File: config.mk
export PLATFORM = sky130hd
export DESIGN_NAME = up_down_sweep_ctrl_flat
export DESIGN_NICKNAME = d
export VERILOG_FILES = /design/src/rtl/up_down_sweep_ctrl_if.sv /design/src/rtl/up_down_sweep_ctrl.sv /design/src/flat_wrapper.sv
export SDC_FILE = /design/constraint.sdc
export NUM_CORES = 1
export LEC_CHECK = 0
export CORE_ASPECT_RATIO = 1.75
export CORE_MARGIN = 3
export CORE_UTILIZATION = 52
export DETAILED_ROUTE_END_ITERATION = 10
export PLACE_DENSITY = 0.85
export SYNTH_ARGS = -nofsm -noshare
export SYNTH_HDL_FRONTEND = slang
export SYNTH_SLANG_ARGS = --single-unit
File: constraint.sdc
create_clock -name clk -period 3.64 [get_ports clk]
set_clock_uncertainty 0.2 [all_clocks]
set_input_delay 0.728 -clock clk [delete_from_list [all_inputs] [get_ports clk]]
set_output_delay 0.728 -clock clk [all_outputs]
set_load 0.1 [all_outputs]
File: src/rtl/up_down_sweep_ctrl_if.sv
// -----------------------------------------------------------------------------
// up_down_sweep_ctrl_if
//
// Purpose
//   Bundles the configuration/handshake side and the counter side of the
//   up/down sweep sequencer into one interface, so the sequencer, the
//   config logic and the counter share a single set of wires.
//
// Signals
//   start       request a run (sampled only while the sequencer is idle)
//   abort       terminate an active run
//   lo_bound    lower turn point        (W bits)
//   hi_bound    upper turn point        (W bits)
//   num_sweeps  number of LO->HI->LO sweeps (SW bits)
//   cnt_value   current counter output  (W bits)
//   cnt_clr     counter clear request
//   cnt_en      counter step enable
//   cnt_mode    1 = count up, 0 = count down
//   busy        sequencer is running
//   done        one-cycle pulse, run completed normally
//   err         one-cycle pulse, start rejected because of a bad config
//   sweep_idx   0-based index of the current sweep (SW bits)
//
// Modports
//   master  the surrounding system: drives start/abort/config and cnt_value
//   slave   the sequencer itself
// -----------------------------------------------------------------------------
interface up_down_sweep_ctrl_if #(
    parameter int W  = 4,
    parameter int SW = 8
);

    logic          start;
    logic          abort;
    logic [W-1:0]  lo_bound;
    logic [W-1:0]  hi_bound;
    logic [SW-1:0] num_sweeps;
    logic [W-1:0]  cnt_value;
    logic          cnt_clr;
    logic          cnt_en;
    logic          cnt_mode;
    logic          busy;
    logic          done;
    logic          err;
    logic [SW-1:0] sweep_idx;

    modport master (
        output start,
        output abort,
        output lo_bound,
        output hi_bound,
        output num_sweeps,
        output cnt_value,
        input  cnt_clr,
        input  cnt_en,
        input  cnt_mode,
        input  busy,
        input  done,
        input  err,
        input  sweep_idx
    );

    modport slave (
        input  start,
        input  abort,
        input  lo_bound,
        input  hi_bound,
        input  num_sweeps,
        input  cnt_value,
        output cnt_clr,
        output cnt_en,
        output cnt_mode,
        output busy,
        output done,
        output err,
        output sweep_idx
    );

endinterface

File: src/rtl/up_down_sweep_ctrl.sv
// -----------------------------------------------------------------------------
// up_down_sweep_ctrl
//
// Purpose
//   Sequencer for a W-bit up/down counter (clr/en/mode in, count out).
//   On an accepted start it clears the counter, ramps it up to LO, then
//   runs NUM triangle sweeps LO->HI->LO and finishes with a one-cycle done
//   pulse. A start with a bad configuration (lo >= hi or num == 0) is
//   rejected with a one-cycle err pulse.
//
// Parameters
//   W   counter width; width of the bounds and of cnt_value
//   SW  width of the sweep count and of the sweep index
//
// Ports
//   clk    in  rising-edge clock
//   reset  in  synchronous active-low reset (0 = reset)
//   bus    slave side of up_down_sweep_ctrl_if:
//            in : start, abort, lo_bound, hi_bound, num_sweeps, cnt_value
//            out: cnt_clr, cnt_en, cnt_mode, busy, done, err, sweep_idx
//
// Notes
//   cnt_en/cnt_mode/cnt_clr are decoded combinationally from the state and
//   the live counter value, so the counter stops exactly on a bound without
//   overshoot. Each turn point therefore spends one dwell cycle with en=0.
//   Reset does not touch the counter itself.
// -----------------------------------------------------------------------------
module up_down_sweep_ctrl #(
    parameter int W  = 4,
    parameter int SW = 8
) (
    input  logic                 clk,
    input  logic                 reset,
    up_down_sweep_ctrl_if.slave  bus
);

    typedef enum logic [2:0] {
        IDLE   = 3'd0,
        CLEAR  = 3'd1,
        PRIME  = 3'd2,
        UP     = 3'd3,
        DOWN   = 3'd4,
        FINISH = 3'd5
    } state_t;

    state_t        state;
    logic [W-1:0]  lo_q;
    logic [W-1:0]  hi_q;
    logic [SW-1:0] num_q;
    logic [SW-1:0] sweep_idx_q;
    logic          done_q;
    logic          err_q;

    logic          cfg_ok;
    logic          last_sweep;
    logic          aborting;
    logic          clr_c;
    logic          en_c;
    logic          mode_c;

    // A start is only accepted with a non-empty range and at least one sweep.
    assign cfg_ok     = (bus.lo_bound < bus.hi_bound) && (bus.num_sweeps != '0);
    assign last_sweep = (sweep_idx_q == (num_q - SW'(1)));
    assign aborting   = bus.abort && (state != IDLE);

    // Main sequencer: state, captured configuration, sweep index and the
    // registered done/err pulses. Abort wins over every normal transition
    // of an active run; done/err default low so they are single-cycle.
    always_ff @(posedge clk) begin
        if (!reset) begin
            state       <= IDLE;
            lo_q        <= '0;
            hi_q        <= '0;
            num_q       <= '0;
            sweep_idx_q <= '0;
            done_q      <= 1'b0;
            err_q       <= 1'b0;
        end else begin
            done_q <= 1'b0;
            err_q  <= 1'b0;
            if (aborting) begin
                state <= IDLE;
            end else begin
                case (state)
                    IDLE: begin
                        if (bus.start) begin
                            if (cfg_ok) begin
                                lo_q        <= bus.lo_bound;
                                hi_q        <= bus.hi_bound;
                                num_q       <= bus.num_sweeps;
                                sweep_idx_q <= '0;
                                state       <= CLEAR;
                            end else begin
                                err_q <= 1'b1;
                            end
                        end
                    end
                    CLEAR: begin
                        state <= PRIME;
                    end
                    PRIME: begin
                        if (bus.cnt_value >= lo_q) begin
                            state <= UP;
                        end
                    end
                    UP: begin
                        if (bus.cnt_value >= hi_q) begin
                            state <= DOWN;
                        end
                    end
                    DOWN: begin
                        if (bus.cnt_value <= lo_q) begin
                            if (last_sweep) begin
                                state  <= FINISH;
                                done_q <= 1'b1;
                            end else begin
                                sweep_idx_q <= sweep_idx_q + SW'(1);
                                state       <= UP;
                            end
                        end
                    end
                    FINISH: begin
                        state <= IDLE;
                    end
                    default: begin
                        state <= IDLE;
                    end
                endcase
            end
        end
    end

    // Counter control decode. The enable looks at the live counter value so
    // the step that would pass a bound is never issued; an abort kills both
    // clear and enable in the very cycle it is seen.
    always_comb begin
        clr_c  = 1'b0;
        en_c   = 1'b0;
        mode_c = 1'b1;
        case (state)
            CLEAR: begin
                clr_c = 1'b1;
            end
            PRIME: begin
                en_c = (bus.cnt_value < lo_q);
            end
            UP: begin
                en_c = (bus.cnt_value < hi_q);
            end
            DOWN: begin
                mode_c = 1'b0;
                en_c   = (bus.cnt_value > lo_q);
            end
            default: begin
                en_c = 1'b0;
            end
        endcase
        if (aborting) begin
            clr_c = 1'b0;
            en_c  = 1'b0;
        end
    end

    assign bus.cnt_clr   = clr_c;
    assign bus.cnt_en    = en_c;
    assign bus.cnt_mode  = mode_c;
    assign bus.busy      = (state != IDLE);
    assign bus.done      = done_q;
    assign bus.err       = err_q;
    assign bus.sweep_idx = sweep_idx_q;

endmodule
File: src/flat_wrapper.sv
// flat-port wrapper written by rule: the top's interface ports become plain ports
module up_down_sweep_ctrl_flat 
#(
    parameter int W  = 4,
    parameter int SW = 8
)
  (clk, reset, bus_start, bus_abort, bus_lo_bound, bus_hi_bound, bus_num_sweeps, bus_cnt_value, bus_cnt_clr, bus_cnt_en, bus_cnt_mode, bus_busy, bus_done, bus_err, bus_sweep_idx);
  up_down_sweep_ctrl_if #(.W(W), .SW(SW)) bus_i ();
  input  logic clk;
  input  logic reset;
  input wire logic [$bits(bus_i.start)-1:0] bus_start;
  input wire logic [$bits(bus_i.abort)-1:0] bus_abort;
  input wire logic [$bits(bus_i.lo_bound)-1:0] bus_lo_bound;
  input wire logic [$bits(bus_i.hi_bound)-1:0] bus_hi_bound;
  input wire logic [$bits(bus_i.num_sweeps)-1:0] bus_num_sweeps;
  input wire logic [$bits(bus_i.cnt_value)-1:0] bus_cnt_value;
  output wire logic [$bits(bus_i.cnt_clr)-1:0] bus_cnt_clr;
  output wire logic [$bits(bus_i.cnt_en)-1:0] bus_cnt_en;
  output wire logic [$bits(bus_i.cnt_mode)-1:0] bus_cnt_mode;
  output wire logic [$bits(bus_i.busy)-1:0] bus_busy;
  output wire logic [$bits(bus_i.done)-1:0] bus_done;
  output wire logic [$bits(bus_i.err)-1:0] bus_err;
  output wire logic [$bits(bus_i.sweep_idx)-1:0] bus_sweep_idx;
  assign bus_i.start = bus_start;
  assign bus_i.abort = bus_abort;
  assign bus_i.lo_bound = bus_lo_bound;
  assign bus_i.hi_bound = bus_hi_bound;
  assign bus_i.num_sweeps = bus_num_sweeps;
  assign bus_i.cnt_value = bus_cnt_value;
  assign bus_cnt_clr = bus_i.cnt_clr;
  assign bus_cnt_en = bus_i.cnt_en;
  assign bus_cnt_mode = bus_i.cnt_mode;
  assign bus_busy = bus_i.busy;
  assign bus_done = bus_i.done;
  assign bus_err = bus_i.err;
  assign bus_sweep_idx = bus_i.sweep_idx;
  up_down_sweep_ctrl #(.W(W), .SW(SW)) u_core (.clk(clk), .reset(reset), .bus(bus_i));
endmodule
==> metrics.md, run 1 <==
| Metric | Value |
|---|---|
| Min-delay worst type | `reg -> reg` |
| Post-route ant nets | `0` |
| Clk_lat worst skew | `280 ps` |
| Io pins | `38` |
| Sw Share | `35.0%` |
| Max clock buf depth | `2` |
| Final worst-path cycle share | `95.6%` |
| Initial core utilization | `54.5%` |
| Num CTS Buffers | `5` |
| Clk Tree Root Cell | `clkbuf_8` |
| Synth area leaders | `dfxtp_1 29%, ha_1 8.2%, mux2i_1 6.5%` |
| Initial antenna violation count | `0` |
| CTS sink count | `29` |
| CTS tree | `yes` |
| Crit-path cells | `clkdlybuf4s50_1 > ha_1 > a21oi_1 > a21oi_2 > a32oi_1 > o21ai_0 > and2_1 > buf_12` |
| Vias in the first global route | `1764` |
| Die H | `88.0 µm` |
| Setup CP Type | `in -> out` |
| Reg clk slew, reported paths | `60 ps` |
| Pint | `624 µW` |
| Syn avg cell area | `8.32 µm²` |
| Slew at the pin with the worst max-slew slack | `958 ps` |
| Vias | `1823` |
| Biggest cell delay along the critical path | `430 ps` |
| Mapped Cells | `240` |
| Most common cell after layout, fill and taps aside | `dfxtp_1` |
| Via-to-Cell Ratio | `5.61` |
| Crit path max fanout | `4` |
| Detailed Routing Iterations Pass 1 | `4` |
| Total grt overflow | `0` |
| Pre-CTS setup slack | `33.1 ps` |
| Port Buffers | `37` |
| Final WL | `4520 µm` |
| Worst path slowest cell | `clkdlybuf4s50_1` |
| Net Count, Synth | `277` |
| Share of layout cells above drive strength 1 | `11.1%` |
| Clock power share | `27.5%` |
| # rows | `29` |
| Final min period | `3480 ps` |
| Gp weighted congestion | `0.815` |
| Chip width | `52.8 µm` |
| Commonest non-fill, non-tap cells in the layout | `29 x dfxtp_1, 25 x clkdlybuf4s50_1, 20 x nand2_1, 20 x a21oi_1, 18 x inv_1` |
| Final hold vios | `0` |
| Yosys top cell by area | `dfxtp_1` |
| Final setup viols | `0` |
| CORE AREA | `3660 µm²` |
| First-pass GRT wire length | `7470 µm` |
| Pin count of the biggest net entering global routing | `22` |
| Synth cell types | `51` |
| Ys flop type | `dfxtp_1` |
| Final WS setup | `160 ps` |
| CP Launch Type | `primary input` |
| VDD IR max | `274 µV` |
| Antenna Cells | `0` |
| Multi-input gate area | `1300 µm²` |
| Post-synth EDFFs | `0` |
| Final net count | `316` |
| Routed wire per std cell | `13.9 µm` |
| DR iter-0 viols | `40` |
| Share of flip-flops with an asynchronous set or reset | `0%` |
| PwrDens | `388 nW/µm²` |
| Total of max-cap violations | `0` |
| Syn-to-layout area delta | `24.1%` |
| Sequential power share | `38.3%` |
| Slew HR | `36.0%` |
| Synth Register Bits | `29` |
| Logic pwr share | `34.2%` |
| H-tree lvl count | `2` |
| Drt drc | `0` |
| Synthesis warning total | `0` |
| Leakage | `0.967 nW` |
| Fmax | `0.287 GHz` |
| Post-DP HPWL | `3550 µm` |
| RSZ-0062 raised after global routing | `no` |
| Sequential-to-total area share from yosys stat | `29.1%` |
| Post-Syn Area | `2000 µm²` |
| Switch Pwr | `336 µW` |
| Register area | `581 µm²` |
| Setup Total Neg Slack | `0 ps` |
| Fillers | `313` |
| Max-slew violations | `0` |
| Die area | `4650 µm²` |
| Required @ worst endpoint | `2710 ps` |
| Post-synth top area share | `29.1%` |
| Crit path capture type | `output port` |
| GRT Resource Usage Total | `21.6%` |
| Status | `complete, no violations` |
| Critical Path AT | `2550 ps` |
## sequential cells by signal, indices dropped and copies added, names as in the netlist
register	count
u_core.bus.done	1
u_core.bus.err	1
u_core.bus.sweep_idx	8
u_core.hi_q	4
u_core.lo_q	4
u_core.num_q	8
u_core.state	3
## routing by layer
metal  track usage, %  wire length [µm]
met1             22.1              1730
met2             39.4              2530
met3             4.77               156
met4             11.2               102
met5                0                 0
## logic make-up (layout without fill, tap and decap cells)
kind of cell	count (synthesis)	count (layout)	synth area share (%)
AO/OA/AOI/OAI	59	59	20.6
multiplexers	13	13	6.52
adder cells (fa/ha/maj)	13	13	8.15
AND/OR/NAND/NOR	89	89	24.8
flip-flops	29	29	29.1
XOR/XNOR	10	10	4.77
buffers and inverters	27	66	6.02
## power by group through the flow
stage / Sequential, mW / Clock [mW] / Combinational, mW
6_report: 0.368 / 0.264 / 0.329
5_1_grt: 0.371 / 0.285 / 0.362
4_1_cts: 0.368 / 0.273 / 0.328
3_5_place_dp: 0.375 / 0 / 0.327
3_3_place_gp: 0.374 / 0 / 0.320
2_1_floorplan: 0.382 / 0 / 0.232
## layout make-up
| cell class | count | share of cell area [%] |
|---|---|---|
| well taps | 46 | 2.32 |
| multi-input cells | 184 | 52.6 |
| inverters | 18 | 2.73 |
| repair buffers | 41 | 15.5 |
| flip-flops and latches | 29 | 23.4 |
| clock buffers | 7 | 3.48 |
## Yosys cell counts (all sizes together), types with 2 or more instances
master   number
a21oi        21
nor2b        15
o211ai        3
o211a         2
clkbuf        4
and2          3
o21bai        2
nand4bb       2
nor3          2
a21boi        3
mux2i        13
nand2        20
a21o          3
dfxtp        29
a211oi        2
nor4          4
buf           5
or3           7
nand3         8
inv          18
xor2          6
o21ai        13
ha           13
and3          3
nand2b        5
nor2         13
xnor2         4
## final timing paths
kind | startpoint | end | slack, ps | depth (start not counted)
worst max register to register | u_core.num_q[0] | u_core.bus.sweep_idx[0] | 750 | 9
worst max-delay path | bus_cnt_value[3] | bus_cnt_en | 160 | 8
worst min-delay path | u_core.hi_q[2] | u_core.hi_q[2] | 270 | 2
worst min register to register | u_core.hi_q[2] | u_core.hi_q[2] | 270 | 2
## timing repair
| item | 4_1_cts | 5_1_grt |
|---|---|---|
| setup buffers | 0 | 0 |
| hold buffers | 0 | 0 |
| resized for setup | 0 | 2 |
| setup endpoints to repair | 0 | 1 |
## critical path: cells and delay by family
kind | cells | cell delay, ps
compound gates | 4 | 730
buf+inv | 2 | 600
fa+ha+maj | 1 | 320
simple gates | 1 | 170
## through the flow
| step | instance area (µm²) | hold slack, ps | utilization, % | power [mW] | instances |
|---|---|---|---|---|---|
| after floorplan | 2000 | 243 | - | 0.614 | 240 |
| after global placement | 2380 | 256 | 65.0 | 0.693 | 318 |
| after detailed placement | 2380 | 265 | 65.0 | 0.701 | 318 |
| after CTS | 2470 | 273 | 67.4 | 0.969 | 325 |
| after global routing | 2480 | 284 | 67.6 | 1.02 | 325 |
| final | 2480 | 270 | 67.6 | 0.961 | 325 |
(Power assumes the default switching activity.)
==> run 2: changes to the inputs <==
--- a/config.mk
+++ b/config.mk
@@ -5,7 +5,6 @@
 export SDC_FILE = /design/constraint.sdc
 export NUM_CORES = 1
 export LEC_CHECK = 0
-export CORE_ASPECT_RATIO = 1.75
 export CORE_MARGIN = 3
 export CORE_UTILIZATION = 52
 export DETAILED_ROUTE_END_ITERATION = 10
==> metrics.md, run 2 (synthesis gave the netlist of run 1 again) <==
| Metric | Value |
|---|---|
| Status | `complete, no violations` |
| Commonest non-fill, non-tap cells in the layout | `29 x dfxtp_1, 25 x clkdlybuf4s50_1, 20 x nand2_1, 20 x a21oi_1, 18 x inv_1` |
| Critical Path Stages | `9` |
| CORE AREA | `3520 µm²` |
| Drt drc | `0` |
| Layout Utilization | `71.4%` |
| Antenna Cells | `0` |
| Final min period | `3500 ps` |
| Quantity of gates resized following cts | `0` |
| Kind of cell adding the most delay to the critical path | `compound AO/OA/AOI/OAI gates` |
| Biggest cell delay along the critical path | `430 ps` |
| First-pass GRT wire length | `7670 µm` |
| Detailed Routing Iterations Pass 1 | `4` |
| Port Buffers | `37` |
| Vias | `1826` |
| Total Power | `1.05 mW` |
| DP Area | `2390 µm²` |
| Crit path max fanout | `4` |
| VDD IR max | `301 µV` |
| GRT Resource Usage Total | `21.9%` |
| Critical Path AT | `2580 ps` |
| Max clock buf depth | `2` |
| Pin count of the biggest net entering global routing | `21` |
| Most common cell after layout, fill and taps aside | `dfxtp_1` |
| Final net count | `315` |
| Post-CTS Setup Repair Bufs | `0` |
| Final worst-path cycle share | `96.3%` |
| Worst Hold Slack | `272 ps` |
| Final hold vios | `0` |
| Die area | `4620 µm²` |
| Reg clk slew, reported paths | `60 ps` |
| WP buf/inv | `2` |
| Post-route ant nets | `0` |
| Gp weighted congestion | `0.821` |
| Slew HR | `35.8%` |
| Clk_lat worst skew | `280 ps` |
| Final WL | `4540 µm` |
| PwrDens | `418 nW/µm²` |
| Crit path capture type | `output port` |
| Final setup viols | `0` |
| Post-DP HPWL | `3430 µm` |
| Die H | `68.0 µm` |
| CTS tree | `yes` |
| Slew at the pin with the worst max-slew slack | `959 ps` |
| Required @ worst endpoint | `2710 ps` |
| Hold path depth | `2` |
| Vias in the first global route | `1673` |
| Chip width | `68.0 µm` |
| Num CTS Buffers | `5` |
| Max-slew violations | `0` |
| Initial core utilization | `56.7%` |
| Total grt overflow | `0` |
| Crit-path cells | `clkdlybuf4s50_1 > ha_1 > nand2_1 > o21bai_2 > a21oi_2 > a32oi_1 > o21ai_0 > and2_1 > buf_12` |
| Fmax | `0.285 GHz` |
| Initial antenna violation count | `0` |
| CP Launch Type | `primary input` |
| Routed wire per std cell | `14.0 µm` |
| Fin area | `2510 µm²` |
| CTS sink count | `29` |
| Share of layout cells above drive strength 1 | `11.1%` |
| Hold buffer count at CTS | `0` |
| Setup Total Neg Slack | `0 ps` |
| Via-to-Cell Ratio | `5.62` |
| Worst path slowest cell | `clkdlybuf4s50_1` |
| DR iter-0 viols | `186` |
| Min-delay worst type | `reg -> reg` |
| Leakage | `0.980 nW` |
| # rows | `21` |
| Clk Tree Root Cell | `clkbuf_8` |
| Setup CP Type | `in -> out` |
| Syn-to-layout area delta | `25.9%` |
| H-tree lvl count | `2` |
| Worst r2r path cells | `9` |
| Total of max-cap violations | `0` |
| Io pins | `38` |
| RSZ-0062 raised after global routing | `no` |
-- run 2: changes by cell type in the layout (fill, tap and decap cells not counted), sizes merged --
cell    delta
buf        -1
bufinv     +1
-- run 2: routing by layer --
layer	track usage (%)	vias to the layer above	wire, µm
met5	0	-	0
met1	29.4	838	2190
li1	-	933	-
met3	5.58	9	244
met4	6.95	0	74
met2	34.3	46	2030
-- run 2: metrics by stage --
step,cells,setup WS (ps)
3_5_place_dp,317,91.2
3_3_place_gp,317,149
4_1_cts,325,46.0
6_report,325,135
2_1_floorplan,240,337
5_1_grt,325,24.3
-- run 2: final cells by class --
class,count,area [µm²]
multi-input combinational,184,1300
clock buffer,7,86.3
clock inverter,1,30.0
fill,304,1010
tap,46,57.6
inverter,18,67.6
timing repair buffer,40,388
sequential,29,581
-- run 2: worst reg2reg max path: stages, from the launching register on --
cell,delay (ps)
dfxtp_1,490
inv_1,100
ha_1,330
or3_4,370
nor3_1,180
o21ai_1,110
a2111oi_4,490
o211a_4,310
xor2_1,150
nor2_1,50
-- run 2: final timing paths --
path                    start                      end  slack (ps)
min reg2reg    u_core.hi_q[3]           u_core.hi_q[3]         270
max reg2reg   u_core.num_q[0]  u_core.bus.sweep_idx[0]         740
max          bus_cnt_value[3]               bus_cnt_en         140
min            u_core.hi_q[3]           u_core.hi_q[3]         270
-- run 2: power by group --
group	internal [mW]	total (mW)	switching [mW]	leakage [nW]
clock network	0.223	0.350	0.127	0.0585
registers	0.340	0.368	0.0283	0.236
logic	0.137	0.333	0.196	0.685
